## src/rtl/branch_resolver.sv

```systemverilog
// Execute-side branch resolver: queues decode-time predictions in order and
// checks them against execute outcomes, producing training records and redirects.
module branch_resolver #(
  parameter int ADDR_W = 26,
  parameter int DEPTH  = 4
) (
  input  logic              clk,
  input  logic              rst_n,
  input  logic              stall,
  input  logic              dec_valid,
  input  logic [ADDR_W-1:0] dec_pc,
  input  logic              dec_prediction,
  input  logic              dec_is_jump,
  input  logic [ADDR_W-1:0] dec_target,
  input  logic              ex_valid,
  input  logic              ex_outcome,
  input  logic [ADDR_W-1:0] ex_target,
  output logic              full,
  output logic              o_res_valid,
  output logic [ADDR_W-1:0] o_res_pc,
  output logic [ADDR_W-1:0] o_res_target,
  output logic              o_res_prediction,
  output logic              o_res_outcome,
  output logic              o_load_we,
  output logic [ADDR_W-1:0] o_load_pc,
  output logic              o_flush,
  output logic [15:0]       o_mispredict_count,
  output logic              o_error
);

  localparam int IW = $clog2(DEPTH);
  localparam int PW = IW + 1;

  typedef enum logic {RUN, RECOVER} state_t;

  state_t            state, state_next;
  logic [PW-1:0]     head, tail, head_next, tail_next;
  logic [ADDR_W-1:0] pc_mem  [DEPTH];
  logic [ADDR_W-1:0] tgt_mem [DEPTH];
  logic [DEPTH-1:0]  pred_mem;
  logic [15:0]       mis_count;

  logic              empty;
  logic              push_req, pop_req, push, pop;
  logic              push_err, pop_err, mispredict;
  logic [ADDR_W-1:0] head_pc, head_tgt, actual_next;
  logic              head_pred;

  // Wrap bit distinguishes full from empty when the index bits match.
  assign full  = (head[IW-1:0] == tail[IW-1:0]) && (head[PW-1] != tail[PW-1]);
  assign empty = (head == tail);
  assign o_mispredict_count = mis_count;

  assign head_pc   = pc_mem[head[IW-1:0]];
  assign head_tgt  = tgt_mem[head[IW-1:0]];
  assign head_pred = pred_mem[head[IW-1:0]];

  always_comb begin
    push_req    = 1'b0;
    pop_req     = 1'b0;
    pop         = 1'b0;
    push        = 1'b0;
    push_err    = 1'b0;
    pop_err     = 1'b0;
    mispredict  = 1'b0;
    actual_next = ex_outcome ? ex_target : head_pc + ADDR_W'(4);
    head_next   = head;
    tail_next   = tail;
    state_next  = state;

    push_req = dec_valid && !stall && (state == RUN);
    pop_req  = ex_valid && !stall;
    pop      = pop_req && !empty && (state == RUN);
    mispredict = pop && ((ex_outcome != head_pred) ||
                         (ex_outcome && head_pred && (ex_target != head_tgt)));
    // A push coinciding with a mispredict is younger than the branch, so it is wrong-path.
    push     = push_req && (!full || pop) && !mispredict;
    push_err = push_req && full && !pop;
    pop_err  = pop_req && (empty || (state == RECOVER));

    if (!stall && (state == RECOVER))
      state_next = RUN;
    if (pop)
      head_next = head + PW'(1);
    if (mispredict) begin
      tail_next  = head + PW'(1);
      state_next = RECOVER;
    end else if (push) begin
      tail_next = tail + PW'(1);
    end
  end

  always_ff @(posedge clk) begin
    if (push) begin
      pc_mem[tail[IW-1:0]]   <= dec_pc;
      tgt_mem[tail[IW-1:0]]  <= dec_target;
      pred_mem[tail[IW-1:0]] <= dec_prediction | dec_is_jump;
    end
  end

  always_ff @(posedge clk or negedge rst_n) begin
    if (!rst_n) begin
      state <= RUN;
      head  <= '0;
      tail  <= '0;
    end else begin
      state <= state_next;
      head  <= head_next;
      tail  <= tail_next;
    end
  end

  always_ff @(posedge clk or negedge rst_n) begin
    if (!rst_n) begin
      o_res_valid      <= 1'b0;
      o_res_pc         <= '0;
      o_res_target     <= '0;
      o_res_prediction <= 1'b0;
      o_res_outcome    <= 1'b0;
      o_load_we        <= 1'b0;
      o_load_pc        <= '0;
      o_flush          <= 1'b0;
      mis_count        <= '0;
      o_error          <= 1'b0;
    end else begin
      o_res_valid <= pop;
      o_load_we   <= mispredict;
      o_flush     <= mispredict;
      if (pop) begin
        o_res_pc         <= head_pc;
        o_res_target     <= actual_next;
        o_res_prediction <= head_pred;
        o_res_outcome    <= ex_outcome;
      end
      if (mispredict)
        o_load_pc <= actual_next;
      if (mispredict && (mis_count != 16'hFFFF))
        mis_count <= mis_count + 16'd1;
      if (push_err || pop_err)
        o_error <= 1'b1;
    end
  end

endmodule

```

## config.mk

```make
export PLATFORM = sky130hd
export DESIGN_NAME = branch_resolver
export DESIGN_NICKNAME = d
export VERILOG_FILES = /design/src/rtl/branch_resolver.sv
export SDC_FILE = /design/constraint.sdc
export NUM_CORES = 1
export LEC_CHECK = 0
export CORE_ASPECT_RATIO = 1.75
export CORE_MARGIN = 5
export CORE_UTILIZATION = 53
export DETAILED_ROUTE_END_ITERATION = 7
export PLACE_DENSITY = 0.82
export SLEW_MARGIN = 20
export SYNTH_ARGS = -nofsm -noshare
export SYNTH_HDL_FRONTEND = slang
export SYNTH_SLANG_ARGS = --single-unit
```

## constraint.sdc

```tcl
create_clock -name clk -period 15.85 [get_ports clk]
set_input_delay 3.9625 -clock clk [delete_from_list [all_inputs] [get_ports clk]]
set_output_delay 3.9625 -clock clk [all_outputs]
set_load 0.01 [all_outputs]
```

# Word level (Yosys, flattened, before mapping)
# Memory sizes are Yosys's and may differ from the RTL's.
# Cells that the tools add are included.
# totals
register_bits	110
ram_bits	208
in_bits	86
mem_count	2
# classes
n_addsub	4
n_lt_le_gt_ge	3
eq_ne	6
mux	12
bitwise_logic	2
n_reduce_logical	28
# mem_list
memory	words	word_bits	rd	rd_clocked_by_memory_dff	wr	line	rtl
pc_mem	4	26	1	0	1	38	logic [ADDR_W-1:0] pc_mem [DEPTH];
tgt_mem	4	26	1	0	1	39	logic [ADDR_W-1:0] tgt_mem [DEPTH];
# op_table
op	count
$add 26x3->26 const B	1
$mux 26	1
$ne 26x26->1	1
$logic_and 1x1->1	17
$add 16x1->16 const B	1
$ne 16x16->1 const B	1
$add 3x1->3 const B	2
$lt 2x3->1 const B	2
$mux 1	6
$mux 3	2
$logic_not 1->1	5
$bwmux 4	1
$logic_or 1x1->1	4
$reduce_bool 2->1	2
$eq 3x3->1	1
$bmux 1 s2	1
$demux 1 s2	1
$eq 2x2->1	1
$ge 2x1->1 const B	1
$ne 1x1->1	2
$not 1->1	1
$or 1x1->1	1

# Logic depth before layout (Yosys ltp)
# Gate-level depths: netlist of run 1.
# depth
depth_word	10
mapped_depth	14

# Least setup slack after synthesis of run 1
# No wires, ideal clock.
# synth_timing
path_type	in2reg
from	input ex_outcome
to	memory pc_mem[3][0], enable pin
setup_time_ps	464
arrival_ps	7562
t_required_ps	15386
setup_slack_ps	7824
path_stages	6
path_buffers	0
path_cell_list	ha_1 or4_4 nor4_4 a21o_4 inv_2 nor2_1
# synth_between
elab_chain_cells	8
word_cells_on_any_way	9
# synth_lines
item	line	rtl
start: declaration	16	input logic ex_outcome,
$logic_and 1x1->1 (2 in a row)	75	(ex_outcome && head_pred && (ex_target != head_tgt)));
$logic_or 1x1->1 (*)	74	mispredict = pop && ((ex_outcome != head_pred) ||
$logic_and 1x1->1 (*)	74	
named net mispredict	45	logic push_err, pop_err, mispredict;
$logic_not 1->1 (*)	77	push = push_req && (!full || pop) && !mispredict;
$logic_and 1x1->1 (*)	77	
$mux 1 (*)	94	if (push) begin
$mux 1 (implied by the code) (*)	95	pc_mem[tail[IW-1:0]] <= dec_pc;
end: declaration	38	
# The timed path passes the listed nets; every way through them passes the cells marked *.

# Worst setup path in the final report of run 1
# layout_timing
from	input ex_outcome
to	memory tgt_mem[0][16], enable pin
# layout_between
elab_chain_cells	8
word_cells_on_any_way	9
# layout_lines
item	line	rtl
$logic_and 1x1->1 (2 in a row)	75	
$logic_or 1x1->1 (*)	74	
$logic_and 1x1->1 (*)	74	
named net mispredict	45	
$logic_not 1->1 (*)	77	
$logic_and 1x1->1 (*)	77	
$mux 1 (*)	94	
$mux 1 (implied by the code) (*)	96	tgt_mem[tail[IW-1:0]] <= dec_target;
end: declaration	39	
# Marked as above.

==> metrics.yaml, run 1 <==
setup_path:
  timing.critical_path.mode_cell: "buf_4"
  start_kind: "input port"
  critical_path.startpoint: "ex_outcome"
  path_delay_family: "simple AND/OR/NAND/NOR gates"
  cp_slowest_cell: "a21o_4"
  criticalPathCategory: "input port to register"
  arrival_ns: 8.11
  crit_cells: 10
  r2r-start: "head[0]"
  crit_path_cell_trace: "clkdlybuf4s50_1, buf_4, ha_1, or4_4, nor4_4, a21o_4, inv_2, nor2_1, and2_2, buf_4"
  r2r.worst_path.cells: 10
  slowest_delay_ns: 0.58
  reg2reg_to: "tgt_mem[0][16]"
  cp_max_fo: 68
  ff2ff_setup_slack_ns: 10.46
  cp_data_required_time_ns: 16.01
  crit_buf_inv: 4
  critical_path.endpoint: "tgt_mem[0][16]"
  cp-end-kind: "register"
timing:
  tightest_slew_ns: 0.965
  finalMaxSlewViolations: 0
  setup_viol_count_final: 0
  relSlewSlack_pct: 35.7
  fin_hold_ws_ns: 0.476
  hold_viol: 0
  fin_crit_ns: 7.95
  rsz0062_at_grt: "false"
  skew_ns: 0.0114
  setup-tns-final_ns: 0
  min_period_over_period_pct: 50.2
  clock.fmax_mhz: 126
synthesis:
  ys_ff_latch: 318
  synth_fp_nets: 882
  yosysSeqAreaShare_pct: 69.2
  syn_area_um2: 13000
  ys.warnings.count: 0
  async_reset_ff_share_pct: 33.3
  synth_cells: 788
  synth_edf_count: 212
  avgSynthCellArea_um2: 16.5
  ys_types: 53
  ys.flop_type: "edfxtp_1"
placed_design:
  dp_hpwl_um: 21200
  gp_congestion: 0.831
  io_buffers: 186
clock_tree:
  cts_tree: "built"
  clk_pin_slew_ns: 0.06
  numCtsBuffers: 27
  cts_root_buf: "clkbuf_16"
  clockBufferDepth: 3
  insertion_delay_ns: 0.52
  htree_levels: 1
  cts_setup_buffers: 0
  cts.sinks: 318
  cts_resized: 0
  hold_buffers: 0
min_path:
  hold_class: "register to register"
floorplan:
  dieArea_um2: 28000
  core_region_area_um2: 24400
  dieHeight_um: 217
  die_x_um: 129
  rows: 76
  initial_core_util_pct: 53.3
  io_pins: 187
global_routing:
  grt-ovfl-total: 0
  antenna_found_initial: 2
  grt_pass1_wl_um: 46900
  track_usage_pct: 22.2
  grt_start_max_net_pins: 77
  grt_pass1_vias: 8020
pwr:
  p_leak_uw: 0.00575
  power_density_nw_per_um2: 174
  ir_drop_v: 0.000127
  finalPower_uw: 2780
route:
  ant_nets: 0
  viasPerCell: 5.76
  vias: 7565
  drt-total-wl_um: 30800
  post_drt_wl_per_cell_um: 23.4
  drc_errors: 0
  drt_iter0_markers: 654
  dr.pass1.iters: 5
finish:
  nets: 1073
  area_delta_synth_final_pct: 22.4
  drive_gt1_share_pct: 14.2
  fill_cells: 1680
outcome:
  status: "finished clean"
flow_run:
  cap_viol_max_count: 0
area by class of cell:
cell class	count	area, um2	share of cell area (%)
antenna	2	5.00	0.0314
timing repair buffer	196	1930	12.1
inverter	7	26.3	0.165
clock buffer	39	741	4.64
multi-input combinational	429	3760	23.6
clock inverter	10	75.1	0.470
tap	312	390	2.45
sequential	318	9020	56.5
placed cells by master (no fill, tap or decap), types with 11 or more instances in the layout:
| cell | instances |
|---|---|
| nor2_1 | 28 |
| buf_4 | 11 |
| edfxtp_1 | 212 |
| o21ai_0 | 46 |
| dfrtp_1 | 104 |
| clkdlybuf4s50_1 | 185 |
| mux4_1 | 12 |
| clkbuf_16 | 27 |
| xnor2_1 | 47 |
| mux4_2 | 41 |
| xor2_1 | 20 |
| a21oi_1 | 12 |
| nand2_1 | 80 |
| mux2_2 | 31 |
| nand3_1 | 17 |
worst min path at each step:
| stage | end | from | cells after the start | slack [ns] |
|---|---|---|---|---|
| 2_1_floorplan | state | state | 2 | 0.46 |
| 3_3_place_gp | o_load_pc[12] | o_load_pc[12] | 2 | 0.47 |
| 4_1_cts | o_load_pc[18] | o_load_pc[18] | 2 | 0.48 |
| 5_1_grt | o_res_target[14] | o_res_target[14] | 2 | 0.51 |
| 3_5_place_dp | o_res_target[14] | o_res_target[14] | 2 | 0.47 |
| 6_report | o_load_pc[18] | o_load_pc[18] | 2 | 0.48 |
cell usage after synthesis (2+ instances only):
cell type | n | area share [%]
nor2_1 | 29 | 0.84
and3_1 | 4 | 0.19
mux2i_1 | 10 | 0.77
mux2_2 | 31 | 2.7
nor3b_1 | 4 | 0.23
and2_1 | 5 | 0.24
nor3_1 | 10 | 0.38
or2_2 | 2 | 0.096
o21ai_2 | 2 | 0.13
nand3_1 | 17 | 0.65
and4_1 | 2 | 0.13
xor2_1 | 20 | 1.3
buf_8 | 3 | 0.35
o31ai_1 | 10 | 0.58
edfxtp_1 | 212 | 49
a21oi_1 | 12 | 0.46
inv_1 | 4 | 0.12
buf_4 | 5 | 0.29
inv_2 | 3 | 0.086
or3_1 | 4 | 0.19
o21ai_0 | 46 | 1.8
nand2_1 | 80 | 2.3
mux2_1 | 2 | 0.17
buf_6 | 5 | 0.43
dfrtp_1 | 106 | 20
nand2b_1 | 3 | 0.14
nand4_1 | 7 | 0.34
buf_2 | 4 | 0.15
xnor2_1 | 47 | 3.2
nor4_1 | 4 | 0.19
mux4_1 | 12 | 2.4
clkbuf_1 | 15 | 0.43
mux4_2 | 41 | 7.1
ha_1 | 8 | 0.77
worst reg2reg max path, delay by kind of cell (launching register included):
family                    cells  cell delay, ns
and+or+nand+nor               4            1.41
buffers and inverters         3            1.37
DFF                           1            0.78
muxes                         1            0.66
AOI/OAI and AO/OA             1            0.62
xor gates and xnor gates      1            0.17
metrics by stage:
step                instances  setup slack [ns]  cell area (um2)  utilization (%)
finish                   1313              7.90            16000             65.3
CTS                      1311              7.93            16000             65.3
global placement         1262              7.53            15100             61.9
floorplan                 788              7.82            13000                -
detailed placement       1262              7.39            15100             61.9
global route             1313              7.71            16000             65.3
power breakdown:
group          internal (uW)  switching [uW]  total [uW]
Combinational            492             484         976
Clock                    341             275         615
Sequential              1070             122        1190
state kept, by name, indices dropped and copies added, names as in the netlist:
register / count
tail: 3
tgt_mem: 104
state: 1
o_mispredict_count: 16
pred_mem: 4
o_res_prediction: 1
o_res_outcome: 1
o_flush: 1
o_res_target: 26
head: 3
o_load_pc: 26
o_res_valid: 1
o_error: 1
pc_mem: 104
o_res_pc: 26
kinds of logic (layout without fill, tap and decap cells):
kind of cell / Yosys count / in the layout / synth area share (%)
DFF: 318 / 318 / 69.2
other: 0 / 2 / 0
and+or+nand+nor: 183 / 183 / 7.10
adders and majority gates: 8 / 8 / 0.768
xor gates and xnor gates: 67 / 67 / 4.50
AOI/OAI and AO/OA: 75 / 75 / 3.28
buffers and inverters: 41 / 252 / 2.03
muxes: 96 / 96 / 13.1
routing by layer:
layer	up-vias	track usage, %	routed length [um]
met5	-	0	0
met4	0	8.09	1120
met3	51	2.70	1760
met2	313	39.6	16600
met1	3844	27.6	11300
li1	3357	-	-
No activity file was read; power rests on OpenSTA's default activity.
==> inputs of run 2 (changes only) <==
Settings changed: CORE_UTILIZATION 53 to 49, PLACE_DENSITY 0.82 to 0.8.
Clock period 15.85 ns to 6.5 ns, I/O delays scaled along.
==> run 2 against run 1 <==
- non-clock buffer count up 4
- via count rose by 0.95%
- critical path depth unchanged
- clock skew is 0.0025 ns higher
- combinational power is 140% higher
- flip-flop and latch count unchanged
- worst setup slack got worse by 5.8 ns
- die area grew 7.7%
- count of clock-buffer cells in the layout decreased by 4
- power increased by 150%
- first-iteration DRC count fell by 11%
- largest power group unchanged
- highest routed layer unchanged
==> metrics.yaml, run 2 (same netlist as run 1, synthesis figures left out) <==
clock_tree:
  cts_tree: "built"
  cts.sinks: 318  # unchanged
  clockBufferDepth: 3  # unchanged
  cts_resized: 0  # unchanged
  clk_pin_slew_ns: 0.07  # about the same
  htree_levels: 1  # unchanged
  hold_buffers: 0  # unchanged
  cts_root_buf: "clkbuf_16"
  cts_setup_buffers: 0  # unchanged
  insertion_delay_ns: 0.55  # +0.03 ns
  numCtsBuffers: 27  # unchanged
route:
  post_drt_wl_per_cell_um: 24.4  # +4.3%
  ant_nets: 0  # unchanged
  drc_errors: 0  # unchanged
  viasPerCell: 5.74  # -0.41%
  drt_iter0_markers: 579  # -11%
  dr.pass1.iters: 5  # unchanged
  vias: 7637  # +0.95%
  drt-total-wl_um: 32500  # +5.7%
global_routing:
  track_usage_pct: 21.6  # -0.55 points
  antenna_found_initial: 4  # +2
  grt-ovfl-total: 0  # unchanged
  grt_pass1_wl_um: 48900  # +4.3%
  grt_start_max_net_pins: 68  # -12%
  grt_pass1_vias: 7970  # -0.62%
finish:
  design_area_um2: 16000  # +0.54%
  nets: 1077  # +0.37%
  layout_common_cells: "212 x edfxtp_1, 185 x clkdlybuf4s50_1, 104 x dfrtp_1"
  final_common_cell: "edfxtp_1"
  area_delta_synth_final_pct: 23.1
  post-route-util_pct: 60.8  # -4.5 points
  drive_gt1_share_pct: 14.9  # +0.73 points
outcome:
  status: "finished clean"
placed_design:
  io_buffers: 186  # unchanged
  dpl_cell_area_um2: 15200  # +0.46%
  pre_cts_ws_ns: 1.58  # -5.81 ns
  gp_congestion: 0.846  # +1.8%
  dp_hpwl_um: 22800  # +7.7%
timing:
  skew_ns: 0.0139  # +0.00252 ns
  min_period_over_period_pct: 68.2
  tightest_slew_ns: 0.845  # -0.119 ns
  clock.fmax_mhz: 226
  setup-tns-final_ns: 0  # unchanged
  fin_hold_ws_ns: 0.482  # +0.00563 ns
  setup_ws_ns: 2.07  # -5.83 ns
  hold_viol: 0  # unchanged
  relSlewSlack_pct: 43.6  # +7.9 points
  rsz0062_at_grt: "false"
  setup_viol_count_final: 0  # unchanged
  fin_crit_ns: 4.43
  finalMaxSlewViolations: 0  # unchanged
pwr:
  ir_drop_v: 0.000334  # +160%
  power_density_nw_per_um2: 427  # +140%
  p_leak_uw: 0.00578  # +0.51%
floorplan:
  dieHeight_um: 226  # +3.8%
  dieArea_um2: 30100  # +7.7%
  initial_core_util_pct: 49.4  # -3.9 points
  core_region_area_um2: 26400  # +8.0%
  die_x_um: 133  # +3.7%
  io_pins: 187  # unchanged
  rows: 79  # +3.9%
setup_path:
  cp-end-kind: "register"
  cp_max_fo: 53  # -22%
  start_kind: "register"
  criticalPathCategory: "register to register"
  cp_data_required_time_ns: 6.67  # -9.34 ns
  arrival_ns: 4.61  # -3.50 ns
flow_run:
  cap_viol_max_count: 0  # unchanged
min_path:
  hold_class: "register to register"
==> run 2: changes by cell type in the layout (fill, tap and decap cells not counted), moves of 2 or more <==
cell      delta
clkinv_1     +2
clkbuf_1     -5
buf_4        +2
inv_6        +2
buf_12       +2
clkinv_4     +3
clkinv_2     -2
==> run 2: per-stage QoR <==
| step | total power [uW] | instances |
|---|---|---|
| after floorplan | 4300 | 788 |
| after global placement | 5310 | 1278 |
| after detailed placement | 5380 | 1278 |
| after CTS | 6910 | 1328 |
| after global routing | 7190 | 1331 |
| final | 6850 | 1331 |
==> run 2: path summary, 6_finish.rpt <==
kind | depth (start not counted) | end | start | slack (ns)
max | 10 | tgt_mem[1][18] | head[0] | 2.07
min | 2 | o_res_target[16] | o_res_target[16] | 0.48
max reg2reg | 10 | tgt_mem[1][18] | head[0] | 2.07
min reg2reg | 2 | o_res_target[16] | o_res_target[16] | 0.48
max in group asynchronous | 2 | head[1] | rst_n | 4.15
min in group asynchronous | 1 | o_load_pc[15] | rst_n | 1.10
==> run 2: final cells by class <==
type,count,area (um2)
Inverter,7,26.3
Clock inverter,15,93.8
Fill cell,1897,10300
Multi-Input combinational cell,429,3760
Clock buffer,35,736
Antenna cell,3,7.51
Sequential cell,318,9020
Tap cell,324,405
Timing Repair Buffer,200,1990
==> run 2: critical path, cell delays in order, from the launching register on <==
cell	delay, ns
dfrtp_4	0.91
buf_4	0.40
mux4_1	0.64
xnor2_1	0.16
nand4_1	0.24
nor4_4	0.39
a21o_4	0.17
inv_2	0.07
nor2_1	0.19
and2_2	0.17
buf_4	0.64
==> run 2: where the power goes <==
part           switching [uW]  internal, uW  leakage (uW)
combinational            1180          1210       0.00214
clock                     719           806      0.000404
sequential                331          2610       0.00323
total                    2230          4630       0.00578
==> run 2: metal layers <==
layer  global-route usage [%]  part of all wire [%]
met3                     2.72                   5.2
met1                     25.3                    36
met2                     39.5                    55
met4                     9.90                   4.5
met5                        0                     0
